`src/rtl/div_job_sequencer.sv`:
```
// Operand sequencer for the 8-bit by 7-bit restoring divider: queues host requests, launches
// them one at a time, and returns tagged results with divide-by-zero and timeout handling.
module div_job_sequencer #(
    parameter int unsigned DEPTH   = 4,
    parameter int unsigned TAG_W   = 2,
    parameter int unsigned TIMEOUT = 31
) (
    input  logic                    clk,
    input  logic                    reset,
    input  logic                    req_valid,
    output logic                    req_ready,
    input  logic [6:0]              req_divisor,
    input  logic [7:0]              req_dividend,
    input  logic [TAG_W-1:0]        req_tag,
    output logic [6:0]              div_divisor,
    output logic [7:0]              div_dividend,
    output logic                    div_start,
    input  logic                    div_valid,
    input  logic [7:0]              div_quotient,
    input  logic [6:0]              div_remainder,
    output logic                    rsp_valid,
    input  logic                    rsp_ready,
    output logic [7:0]              rsp_quotient,
    output logic [6:0]              rsp_remainder,
    output logic [TAG_W-1:0]        rsp_tag,
    output logic [1:0]              rsp_err,
    output logic                    busy,
    output logic [$clog2(DEPTH):0]  count
);

    localparam int unsigned PW = $clog2(DEPTH);
    localparam int unsigned CW = PW + 1;
    localparam int unsigned TW = $clog2(TIMEOUT + 1);

    localparam logic [1:0] ErrOk      = 2'b00;
    localparam logic [1:0] ErrDivZero = 2'b01;
    localparam logic [1:0] ErrTimeout = 2'b10;

    typedef enum logic [1:0] {StIdle, StLaunch, StWait, StResp} state_e;

    state_e             state;
    logic [PW-1:0]      wr_ptr;
    logic [PW-1:0]      rd_ptr;
    logic [TW-1:0]      timer;
    logic               prev_valid;
    logic [TAG_W-1:0]   cur_tag;

    logic [6:0]         fifo_divisor  [DEPTH];
    logic [7:0]         fifo_dividend [DEPTH];
    logic [TAG_W-1:0]   fifo_tag      [DEPTH];

    logic               push;
    logic               pop;
    logic               done;
    logic [6:0]         head_divisor;
    logic [7:0]         head_dividend;
    logic [TAG_W-1:0]   head_tag;

    // Ready and pop both look only at registered count, so a freshly pushed entry waits a cycle.
    assign req_ready     = count < CW'(DEPTH);
    assign push          = req_valid && req_ready;
    assign pop           = (state == StIdle) && (count != '0);
    assign done          = div_valid && !prev_valid;
    assign busy          = (state != StIdle) || (count != '0);
    assign head_divisor  = fifo_divisor[rd_ptr];
    assign head_dividend = fifo_dividend[rd_ptr];
    assign head_tag      = fifo_tag[rd_ptr];

    always_ff @(posedge clk) begin
        if (push) begin
            fifo_divisor[wr_ptr]  <= req_divisor;
            fifo_dividend[wr_ptr] <= req_dividend;
            fifo_tag[wr_ptr]      <= req_tag;
        end
    end

    always_ff @(posedge clk) begin
        if (reset) begin
            state         <= StIdle;
            wr_ptr        <= '0;
            rd_ptr        <= '0;
            count         <= '0;
            timer         <= '0;
            prev_valid    <= 1'b0;
            cur_tag       <= '0;
            div_divisor   <= '0;
            div_dividend  <= '0;
            div_start     <= 1'b0;
            rsp_valid     <= 1'b0;
            rsp_quotient  <= '0;
            rsp_remainder <= '0;
            rsp_tag       <= '0;
            rsp_err       <= ErrOk;
        end else begin
            prev_valid <= div_valid;
            div_start  <= 1'b0;

            if (push) wr_ptr <= wr_ptr + PW'(1);
            if (pop)  rd_ptr <= rd_ptr + PW'(1);
            case ({push, pop})
                2'b10:   count <= count + CW'(1);
                2'b01:   count <= count - CW'(1);
                default: count <= count;
            endcase

            unique case (state)
                StIdle: begin
                    if (pop) begin
                        div_divisor  <= head_divisor;
                        div_dividend <= head_dividend;
                        cur_tag      <= head_tag;
                        if (head_divisor == 7'd0) begin
                            rsp_valid     <= 1'b1;
                            rsp_quotient  <= 8'hFF;
                            rsp_remainder <= head_dividend[6:0];
                            rsp_tag       <= head_tag;
                            rsp_err       <= ErrDivZero;
                            state         <= StResp;
                        end else begin
                            // Registered pulse: high for exactly the LAUNCH cycle.
                            div_start <= 1'b1;
                            state     <= StLaunch;
                        end
                    end
                end
                StLaunch: begin
                    timer <= '0;
                    state <= StWait;
                end
                StWait: begin
                    if (done) begin
                        rsp_valid     <= 1'b1;
                        rsp_quotient  <= div_quotient;
                        rsp_remainder <= div_remainder;
                        rsp_tag       <= cur_tag;
                        rsp_err       <= ErrOk;
                        state         <= StResp;
                    end else if (timer == TW'(TIMEOUT)) begin
                        rsp_valid     <= 1'b1;
                        rsp_quotient  <= '0;
                        rsp_remainder <= '0;
                        rsp_tag       <= cur_tag;
                        rsp_err       <= ErrTimeout;
                        state         <= StResp;
                    end else begin
                        timer <= timer + TW'(1);
                    end
                end
                StResp: begin
                    if (rsp_ready) begin
                        rsp_valid <= 1'b0;
                        state     <= StIdle;
                    end
                end
            endcase
        end
    end

endmodule

```
`config.mk`:
```
export PLATFORM = sky130hd
export DESIGN_NAME = div_job_sequencer
export DESIGN_NICKNAME = d
export VERILOG_FILES = /design/src/rtl/div_job_sequencer.sv
export SDC_FILE = /design/constraint.sdc
export NUM_CORES = 1
export LEC_CHECK = 0
export BUFFER_PORTS_ARGS = -buffer_cell sky130_fd_sc_hd__buf_2
export CORE_ASPECT_RATIO = 1.75
export CORE_UTILIZATION = 40
export DETAILED_ROUTE_END_ITERATION = 6
export SYNTH_ARGS = -nofsm -noshare
export SYNTH_HDL_FRONTEND = slang
export SYNTH_SLANG_ARGS = --single-unit
export TNS_END_PERCENT = 100
```
`constraint.sdc`:
```
create_clock -name clk -period 3.3 [get_ports clk]
set_clock_uncertainty 0.05 [all_clocks]
set_input_delay 0.33 -clock clk [delete_from_list [all_inputs] [get_ports clk]]
set_output_delay 0.33 -clock clk [all_outputs]
set_load 0.02 [all_outputs]
```
==> reports/qor.yml, run 1 <==
outcome:
  run_status: "complete, no violations"
floorplan:
  core_area_um2: 12360
  die_h_um: 150.7
  die_area_um2: 13100
  initial_utilization_pct: 40.85
  std_cell_rows: 54
  boundaryPins: 78
  dieWidth_um: 86.95
synth:
  netlist-cell-type-count: 39
  seq_area_frac_synth_pct: 62.22
  syn_area_per_cell_um2: 13.05
  synth_edf_count: 68
  synth_compound_area_share_pct: 5.598
  yosysWarnings: 0
  synthSimpleGateAreaFrac_pct: 11.94
  synth_xor_area_share_pct: 1.214
  async_flop_share_pct: 0
  ys.flop_type: "edfxtp_1"
  synth_fa_ha_area_share_pct: 3.121
  ys_seq_elements: 123
  postSynthCellCount: 387
  synth_top_family_by_area: "multiplexers"
  netlist_area_um2: 5051
  synth_nets: 436
  synth_mux_area_share_pct: 13.00
final_layout:
  final_cells: 649
  final_layout_size_suffix_gt1_share_pct: 31.81
  multi_input_area_um2: 1767
  nets: 517
  regArea_um2: 3143
  final_area_um2: 6235
  fillerInstances: 1091
  syn2layout_area_growth_pct: 23.43
  n_antenna_cell: 0
  final_core_util_pct: 50.43
clock_tree:
  clock_sinks: 123
  postCtsSetupBuffers: 0
  root_buffer: "clkbuf_16"
  numCtsBuffers: 17
  cts.path.max_buffers: 2
  ctsResizeCount: 0
  clk_pin_slew_worst_paths_ns: 0.05
  clock_latency_ns: 0.41
  ctsHoldBuffers: 0
  cts_tree: "yes"
  htreeDepth: 4
critical_path:
  setup.worst_path.start_class: "register"
  critPathKind: "register to register"
  timing.rr.end: "rsp_remainder[4]"
  crit_arrival_ns: 2.99
  cpMaxStageDelayCell: "or4_4"
  end_kind: "register"
  max_stage_delay_ns: 0.58
  rr_worst_depth: 5
  cp.buffers_inverters: 0
  critPathRequiredTime_ns: 3.54
  crit_chain: "mux4_2 > or4_4 > o41ai_4 > nand2_4 > mux2_4"
  critical_path.top_delay_family: "multiplexers"
  r2r_slack_ns: 0.54
  cp_max_fo: 19
detailed_routing:
  vias: 3158
  drtAntennaViolNets: 0
  drtIter0Drc: 87
  drcViolationCount: 0
  vias_per_cell: 4.866
  drt_wl_total_um: 9495
  wire_per_inst_um: 14.63
  detail_route.first_pass.iterations: 4
min_path:
  hold_class: "input port to register"
  hold_depth: 1
  min_from: "req_divisor[3]"
  min_to: "fifo_divisor[1][3]"
place:
  placedCellCount: 617
  portBuffers: 77
  hpwl_um: 6564
  gp_congestion: 0.7378
  place_area_um2: 5607
  pre_cts_ws_ns: 0.5681
global_route:
  overflow: 0
  grt_pass1_vias: 3104
  antenna_found_initial: 0
  grt_start_max_net_pins: 65
  grt_usage_pct: 15.54
  grt_pass1_wl_um: 15070
pwr:
  p_comb_share_pct: 29.5
  switchingPower_w: 0.001829
  leakage_nw: 2.471
  clkPwrFrac_pct: 33.6
  power-per-cell-area_nw_per_um2: 921.5
  vdd_drop_max_mv: 0.4270
  internal-power_w: 0.003916
  switching_share_pct: 31.84
  p_seq_share_pct: 36.9
timing:
  setup_violations: 0
  period_share_pct: 83.49
  relSlewSlack_pct: 26.42
  max_freq_ghz: 0.3630
  final_max_slew_viol_count: 0
  fin_crit_ns: 2.755
  setup-tns-final_ns: 0
  tightest_slew_ns: 1.104
  hold_violations: 0
  fin_ws_ns: 0.5449
  rsz0062_at_grt: "no"
run:
  cap_violations: 0
flip-flops by register name, indices dropped and copies added (netlist names), named ones only:
register       cells
rsp_quotient       8
rsp_valid          1
div_divisor        7
fifo_dividend     32
rd_ptr             2
rsp_remainder      7
cur_tag            2
rsp_tag            2
state              2
wr_ptr             2
div_dividend       8
rsp_err            2
prev_valid         1
div_start          1
fifo_tag           8
count              3
timer              5
fifo_divisor      28
metrics by stage:
stage	hold slack, ns	total power [W]
global placement	0.3922	0.003836
detailed placement	0.3988	0.003869
floorplan	0.3789	0.003369
CTS	0.07124	0.005815
finish	0.08634	0.005745
global route	0.06936	0.006071
cell usage after synthesis (10+ instances only):
| master | n | share of area [%] |
|---|---|---|
| nand2_1 | 47 | 3.5 |
| nand2b_1 | 10 | 1.2 |
| edfxtp_1 | 68 | 40 |
| a21oi_1 | 39 | 3.9 |
| mux4_2 | 15 | 6.7 |
| dfxtp_1 | 55 | 22 |
| nor2_1 | 23 | 1.7 |
| ha_1 | 11 | 2.7 |
| clkbuf_1 | 16 | 1.2 |
| inv_1 | 13 | 0.97 |
| nor2b_1 | 21 | 2.6 |
cells by family (layout without fill, tap and decap cells):
group / count (synthesis) / count (layout)
buffers and inverters: 35 / 129
adders and majority gates: 12 / 12
muxes: 38 / 38
DFF: 123 / 123
and+or+nand+nor: 124 / 124
xor gates and xnor gates: 7 / 7
AOI/OAI and AO/OA: 48 / 48
final cells by class:
type	count	area share [%]
clock buffer	19	6.944
clock inverter	13	3.131
inverter	13	0.7827
multi-input combinational	229	28.34
sequential	123	50.41
tap	168	3.371
timing repair buffer	84	7.024
cell usage in the layout, fill, tap and decap left out, types with 2 or more instances in the layout:
| cell type | count |
|---|---|
| a21oi_1 | 39 |
| and2_1 | 4 |
| buf_2 | 77 |
| buf_4 | 7 |
| bufinv_16 | 4 |
| clkbuf_1 | 2 |
| clkbuf_16 | 17 |
| clkinv_4 | 7 |
| dfxtp_1 | 55 |
| edfxtp_1 | 68 |
| ha_1 | 11 |
| inv_1 | 13 |
| mux2_2 | 9 |
| mux2_4 | 9 |
| mux2i_1 | 3 |
| mux4_1 | 2 |
| mux4_2 | 15 |
| nand2_1 | 47 |
| nand2b_1 | 10 |
| nand3_1 | 7 |
| nor2_1 | 23 |
| nor2b_1 | 21 |
| nor3_1 | 4 |
| o21ai_0 | 2 |
| xnor2_1 | 2 |
| xor2_1 | 5 |
power groups by stage:
| stage | Sequential (W) | Combinational (W) | Clock (W) |
|---|---|---|---|
| detailed placement | 0.00215 | 0.00172 | 0 |
| floorplan | 0.00232 | 0.00105 | 0 |
| finish | 0.00212 | 0.00169 | 0.00193 |
| global route | 0.00216 | 0.00187 | 0.00205 |
| global placement | 0.00214 | 0.00170 | 0 |
| CTS | 0.00212 | 0.00172 | 0.00197 |
worst max path at each step:
stage	from	endpoint	cells past startpoint
6_report	register	rsp_remainder[4]	5
3_3_place_gp	register	rsp_quotient[0]	5
2_1_floorplan	register	rsp_quotient[0]	7
4_1_cts	register	rsp_remainder[4]	5
5_1_grt	register	rsp_remainder[4]	5
3_5_place_dp	register	rsp_remainder[4]	5
per-layer routing:
layer / wire, um / track usage (%) / vias to the layer above
met5: 0 / 0 / -
met4: 197 / 7.667 / 0
met3: 422 / 5.428 / 15
met2: 4970 / 26.77 / 82
met1: 3905 / 16.66 / 1516
li1: - / - / 1545
worst reg2reg max path, delay by kind of cell, from the launching register on:
| family | cells | cell delay (ns) |
|---|---|---|
| mux | 2 | 0.93 |
| simple gates | 2 | 0.85 |
| flops | 1 | 0.47 |
| compound gates | 1 | 0.34 |
(Power assumes the default switching activity.)
==> run 2, diff against run 1 <==
Settings changed: ABC_AREA set to 1.
Clock period 3.3 ns to 2.68 ns, I/O delays scaled along.
==> reports/qor.yml, run 2 <==
global_route:
  grt_usage_pct: 18.05  # was 15.54%
  grt_pass1_wl_um: 18060  # was 15070 um
  grt_pass1_vias: 3829  # was 3104
  grt_start_max_net_pins: 35  # was 65
  overflow: 0  # unchanged
  antenna_found_initial: 0  # unchanged
timing:
  rsz0062_at_grt: "no"  # unchanged
  fin_crit_ns: 2.073  # was 2.755 ns
  period_share_pct: 77.36  # was 83.49%
  hold_violations: 0  # unchanged
  setup_violations: 0  # unchanged
  final_max_slew_viol_count: 0  # unchanged
  hold_ws_ns: 0.01179  # was 0.08634 ns
  setup-tns-final_ns: 0  # unchanged
  tightest_slew_ns: 0.4388  # was 1.104 ns
  relSlewSlack_pct: 70.72  # was 26.42%
  max_freq_ghz: 0.4823  # was 0.3630 GHz
  fin_ws_ns: 0.6068  # was 0.5449 ns
detailed_routing:
  drt_wl_total_um: 11410  # was 9495 um
  drtIter0Drc: 179  # was 87
  vias_per_cell: 4.864  # was 4.866
  wire_per_inst_um: 14.09  # was 14.63 um
  drtAntennaViolNets: 0  # unchanged
  detail_route.first_pass.iterations: 5  # was 4
  drcViolationCount: 0  # unchanged
  vias: 3940  # was 3158
critical_path:
  critPathRequiredTime_ns: 2.92  # was 3.54 ns
  max_stage_delay_ns: 0.37  # was 0.58 ns
  crit_chain: "inv_1 > ha_1 > nand2_1 > clkinv_1 > ha_1 > inv_1 > fa_1 > a21oi_1 > o21ai_0 > o21ai_0 > a21oi_1"  # was mux4_2 > or4_4 > o41ai_4 > nand2_4 > mux2_4
  cp.buffers_inverters: 3  # was 0
  cp_max_fo: 6  # was 19
  end_kind: "register"  # unchanged
  critPathKind: "register to register"  # unchanged
  cpMaxStageDelayCell: "fa_1"  # was or4_4
  setup.worst_path.start_class: "register"  # unchanged
  crit_arrival_ns: 2.32  # was 2.99 ns
  critical_path.top_delay_family: "adder cells"  # was multiplexers
final_layout:
  final_layout_size_suffix_gt1_share_pct: 22.43  # was 31.81%
  top_regs: "fifo_dividend: 32 flops, fifo_divisor: 28 flops"  # unchanged
  top_register: "fifo_dividend"  # unchanged
  syn2layout_area_growth_pct: 23.30  # was 23.43%
  layout_common_cells: "nand2_1, buf_2, edfxtp_1"  # was buf_2, edfxtp_1, dfxtp_1
  largest_register_ff_count: 32  # unchanged
  mostFrequentLayoutCell: "nand2_1"  # was buf_2
  n_antenna_cell: 0  # unchanged
  nets: 678  # was 517
  final_area_um2: 6396  # was 6235 um2
place:
  pre_cts_ws_ns: 0.6118  # was 0.5681 ns
  gp_congestion: 0.8130  # was 0.7378
  portBuffers: 77  # unchanged
  place_area_um2: 5733  # was 5607 um2
  hpwl_um: 7733  # was 6564 um
clock_tree:
  ctsHoldBuffers: 0  # unchanged
  root_buffer: "clkbuf_16"  # unchanged
  numCtsBuffers: 17  # unchanged
  ctsResizeCount: 0  # unchanged
  clk_pin_slew_worst_paths_ns: 0.06  # was 0.05 ns
  htreeDepth: 4  # unchanged
  clock_sinks: 123  # unchanged
  cts_tree: "yes"  # unchanged
  postCtsSetupBuffers: 0  # unchanged
  clock_latency_ns: 0.41  # about the same
  cts.path.max_buffers: 2  # unchanged
synth:
  yosysWarnings: 0  # unchanged
  synth_area_leaders: "edfxtp_1, dfxtp_1, nand2_1, nand3_1, nor2_1"  # was edfxtp_1, dfxtp_1, mux4_2, a21oi_1, nand2_1
  synth_edf_count: 68  # unchanged
  postSynthCellCount: 545  # was 387
  yosysTopAreaCellShare_pct: 39.36  # was 40.43%
  synth_common_cells: "nand2_1, edfxtp_1, nor2_1"  # was edfxtp_1, dfxtp_1, nand2_1
  yosysTopAreaCell: "edfxtp_1"  # unchanged
  async_flop_share_pct: 0  # unchanged
  synth_nets: 594  # was 436
  netlist_area_um2: 5187  # was 5051 um2
  synth_most_common_cell: "nand2_1"  # was edfxtp_1
  syn_area_per_cell_um2: 9.518  # was 13.05 um2
  seq_area_frac_synth_pct: 60.59  # was 62.22%
  ys.flop_type: "edfxtp_1"  # unchanged
  ys_seq_elements: 123  # unchanged
  netlist-cell-type-count: 31  # was 39
floorplan:
  boundaryPins: 78  # unchanged
  dieWidth_um: 88.09  # was 86.95 um
  initial_utilization_pct: 41.28  # was 40.85%
  core_area_um2: 12570  # was 12360 um2
  die_h_um: 152.7  # was 150.7 um
  std_cell_rows: 54  # unchanged
  die_area_um2: 13450  # was 13100 um2
pwr:
  leakage_nw: 2.757  # was 2.471 nW
  power-per-cell-area_nw_per_um2: 1242  # was 921.5 nW/um2
  vdd_drop_max_mv: 0.4464  # was 0.4270 mV
  power_w: 0.007943  # was 0.005745 W
outcome:
  run_status: "complete, no violations"  # unchanged
run:
  cap_violations: 0  # unchanged
min_path:
  hold_class: "input port to register"  # unchanged
run 2: cells by family after synthesis:
group | count (synthesis) | synth area share [%]
simple gates | 248 | 20.24
flops | 123 | 60.59
compound gates | 84 | 9.166
buf+inv | 77 | 6.802
fa+ha+maj | 12 | 3.039
xor+xnor | 1 | 0.1689
run 2: worst reg2reg max path, cell delays in order (launching register included):
cell      delay, ns
dfxtp_1        0.33
inv_1          0.12
ha_1           0.28
nand2_1        0.10
clkinv_1       0.07
ha_1           0.13
inv_1          0.06
fa_1           0.37
a21oi_1        0.14
o21ai_0        0.11
o21ai_0        0.16
a21oi_1        0.05
run 2: area by class of cell:
class	instances	area (um2)
flip-flops and latches	123	3143
multi-input cells	345	1692
fillers	1210	6171
repair buffers	92	498.0
clock inverters	10	188.9
well taps	168	210.2
clock buffers	22	474.2
inverters	50	190.2
run 2: metrics by stage:
step           utilization (%)  cells
5_1_grt                  50.90    810
6_report                 50.90    810
2_1_floorplan                -    545
3_5_place_dp             45.62    778
4_1_cts                  50.90    810
3_3_place_gp             45.62    778
run 2: worst paths after layout:
check                                startpoint                  end  slack (ns)  depth (start not counted)
worst max-delay path                   state[1]             count[2]        0.61                         11
worst min-delay path            req_dividend[1]  fifo_dividend[0][1]        0.01                          1
worst max register to register         state[1]             count[2]        0.61                         11
worst min register to register       cur_tag[0]           cur_tag[0]        0.41                          2
run 2: metal layers:
layer	share of wire [%]	vias up	routed length [um]	GRT usage, %
li1	-	1973	-	-
met1	39	1854	4503	18.62
met2	56	103	6336	32.96
met3	3.9	10	444	4.117
met4	1.1	0	126	9.063
met5	0	-	0	0
run 2: where the power goes:
part	internal (W)	total (W)	leakage [nW]	switching, W
Sequential	0.00247	0.00270	1.08	0.000230
Combinational	0.000890	0.00271	1.36	0.00182
Clock	0.00173	0.00252	0.321	0.000798
Total	0.00509	0.00794	2.76	0.00285
==> run 3, diff against run 2 <==
Settings changed: ABC_AREA 1 to 0.
Clock period 2.68 ns to 2 ns, I/O delays scaled along.
==> reports/qor.yml, run 3 (same netlist as run 1, synthesis figures left out) <==
outcome:
  run_status: "complete, but fails checks"  # was complete, no violations
  violations: "negative setup slack"
critical_path:
  crit_chain: "mux4_2 > or4_4 > o41ai_4 > nand2_4 > buf_12 > mux2_4"  # was inv_1 > ha_1 > nand2_1 > clkinv_1 > ha_1 > inv_1 > fa_1 > a21oi_1 > o21ai_0 > o21ai_0 > a21oi_1
  end_kind: "register"  # unchanged
  setup.worst_path.start_class: "register"  # unchanged
  crit_arrival_ns: 2.76  # was 2.32 ns
  cp_max_fo: 19  # was 6
  max_stage_delay_ns: 0.59  # was 0.37 ns
  cpMaxStageDelayCell: "or4_4"  # was fa_1
  critPathRequiredTime_ns: 2.24  # was 2.92 ns
  critPathKind: "register to register"  # unchanged
floorplan:
  initial_utilization_pct: 40.85  # was 41.28%
  die_area_um2: 13100  # was 13450 um2
  dieWidth_um: 86.95  # was 88.09 um
  std_cell_rows: 54  # unchanged
  core_area_um2: 12360  # was 12570 um2
  die_h_um: 150.7  # was 152.7 um
  boundaryPins: 78  # unchanged
detailed_routing:
  vias: 3331  # was 3940
  drcViolationCount: 0  # unchanged
  drtAntennaViolNets: 0  # unchanged
  drt_wl_total_um: 9749  # was 11410 um
  wire_per_inst_um: 14.09  # about the same
  vias_per_cell: 4.814  # was 4.864
  detail_route.first_pass.iterations: 4  # was 5
  drtIter0Drc: 126  # was 179
final_layout:
  nets: 560  # was 678
  syn2layout_area_growth_pct: 32.70  # was 23.30%
  fillerInstances: 1066  # was 1210
  top_register: "fifo_dividend"  # unchanged
  n_antenna_cell: 0  # unchanged
  mostFrequentLayoutCell: "buf_2"  # was nand2_1
  largest_register_ff_count: 32  # unchanged
  final_core_util_pct: 54.21  # was 50.90%
  layout_common_cells: "buf_2, edfxtp_1, dfxtp_1"  # was nand2_1, buf_2, edfxtp_1
  regArea_um2: 3149  # was 3143 um2
  final_layout_size_suffix_gt1_share_pct: 37.40  # was 22.43%
  top_regs: "fifo_dividend: 32 flops, fifo_divisor: 28 flops"  # unchanged
  multi_input_area_um2: 1841  # was 1692 um2
global_route:
  overflow: 0  # unchanged
  grt_usage_pct: 15.89  # was 18.05%
  antenna_found_initial: 0  # unchanged
  grt_start_max_net_pins: 39  # was 35
  grt_pass1_wl_um: 15440  # was 18060 um
  grt_pass1_vias: 3239  # was 3829
timing:
  relSlewSlack_pct: 67.33  # was 70.72%
  rsz0062_at_grt: "yes"  # was no
  fin_crit_ns: 2.519  # was 2.073 ns
  fin_ws_ns: -0.5194  # was 0.6068 ns
  max_freq_ghz: 0.3969  # was 0.4823 GHz
  final_max_slew_viol_count: 0  # unchanged
  hold_violations: 0  # unchanged
  setup_violations: 22  # was 0
  period_share_pct: 126.0  # was 77.36%
  tightest_slew_ns: 0.4901  # was 0.4388 ns
min_path:
  hold_class: "input port to register"  # unchanged
clock_tree:
  numCtsBuffers: 17  # unchanged
  htreeDepth: 4  # unchanged
  cts.path.max_buffers: 2  # unchanged
  clock_latency_ns: 0.41  # about the same
  clk_pin_slew_worst_paths_ns: 0.06  # about the same
  root_buffer: "clkbuf_16"  # unchanged
  clock_sinks: 123  # unchanged
  cts_tree: "yes"  # unchanged
pwr:
  vdd_drop_max_mv: 0.6314  # was 0.4464 mV
  leakage_nw: 2.691  # was 2.757 nW
  power-per-cell-area_nw_per_um2: 1469  # was 1242 nW/um2
  power_w: 0.009846  # was 0.007943 W
run:
  cap_violations: 0  # unchanged
place:
  portBuffers: 77  # unchanged
  hpwl_um: 6802  # was 7733 um
  gp_congestion: 0.7175  # was 0.8130
[run 3: cell count changes in the layout (fill, tap and decap cells not counted), sizes merged, moves of 10 or more]
cell | previous run | this run
nor2 | 64 | 23
mux2 | 0 | 18
nand2b | 0 | 10
buf | 92 | 109
mux4 | 0 | 17
o21ai | 41 | 2
nor2b | 0 | 21
inv | 49 | 19
nand3 | 49 | 7
nand2 | 126 | 48
dlygate4sd3 | 0 | 18
[run 3: report_power, final]
group | internal (W) | total, W | switching, W
combinational | 0.00148 | 0.00332 | 0.00184
sequential | 0.00323 | 0.00346 | 0.000231
clock | 0.00193 | 0.00306 | 0.00114
total | 0.00664 | 0.00985 | 0.00321
[run 3: layout make-up]
| type | count | area share (%) |
|---|---|---|
| Timing Repair Buffer | 127 | 12.64 |
| Clock buffer | 19 | 6.758 |
| Tap cell | 168 | 3.136 |
| Multi-Input combinational cell | 229 | 27.46 |
| Sequential cell | 123 | 46.99 |
| Inverter | 13 | 0.7280 |
| Clock inverter | 13 | 2.296 |
[run 3: timing repair]
| item | CTS | global route |
|---|---|---|
| endpoints found under the hold margin | 69 | 0 |
| setup buffers | 1 | 0 |
| pin swaps | 1 | 0 |
| hold buffers | 18 | 0 |
| resized for setup | 8 | 5 |
| endpoints found under the setup margin | 24 | 28 |
[run 3: final timing paths]
check	slack, ns	end	cells past startpoint	from
min	0.16	rsp_quotient[6]	4	div_quotient[6]
max	-0.52	rsp_remainder[4]	6	register
min reg2reg	0.40	div_dividend[0]	2	div_dividend[0]
max reg2reg	-0.52	rsp_remainder[4]	6	register
[run 3: routing by layer]
layer | wire length, um | track usage [%] | vias up | part of all wire, %
li1 | - | - | 1629 | -
met1 | 3904 | 17.38 | 1597 | 40
met2 | 5246 | 28.35 | 93 | 54
met3 | 436 | 4.057 | 12 | 4.5
met4 | 161 | 7.250 | 0 | 1.7
met5 | 0 | 0 | - | 0
[run 3: worst max-delay path: cells and delay by family (launching register included)]
family,cells,cell delay (ns)
mux,2,0.80
simple gates,2,0.68
flops,1,0.39
compound gates,1,0.31
buf+inv,1,0.17
[run 3: per-stage QoR]
step	std cells	TNS, ns	cell area, um2	setup WS (ns)	hold slack [ns]
after floorplan	387	-9.688	5110	-0.5785	0.2489
after global placement	641	-11.08	5864	-0.5696	0.3612
after detailed placement	641	-11.08	5864	-0.5708	0.3677
after CTS	692	-10.13	6691	-0.5220	0.1384
after global routing	692	-11.07	6703	-0.5592	0.1694
final	692	-10.08	6703	-0.5194	0.1555
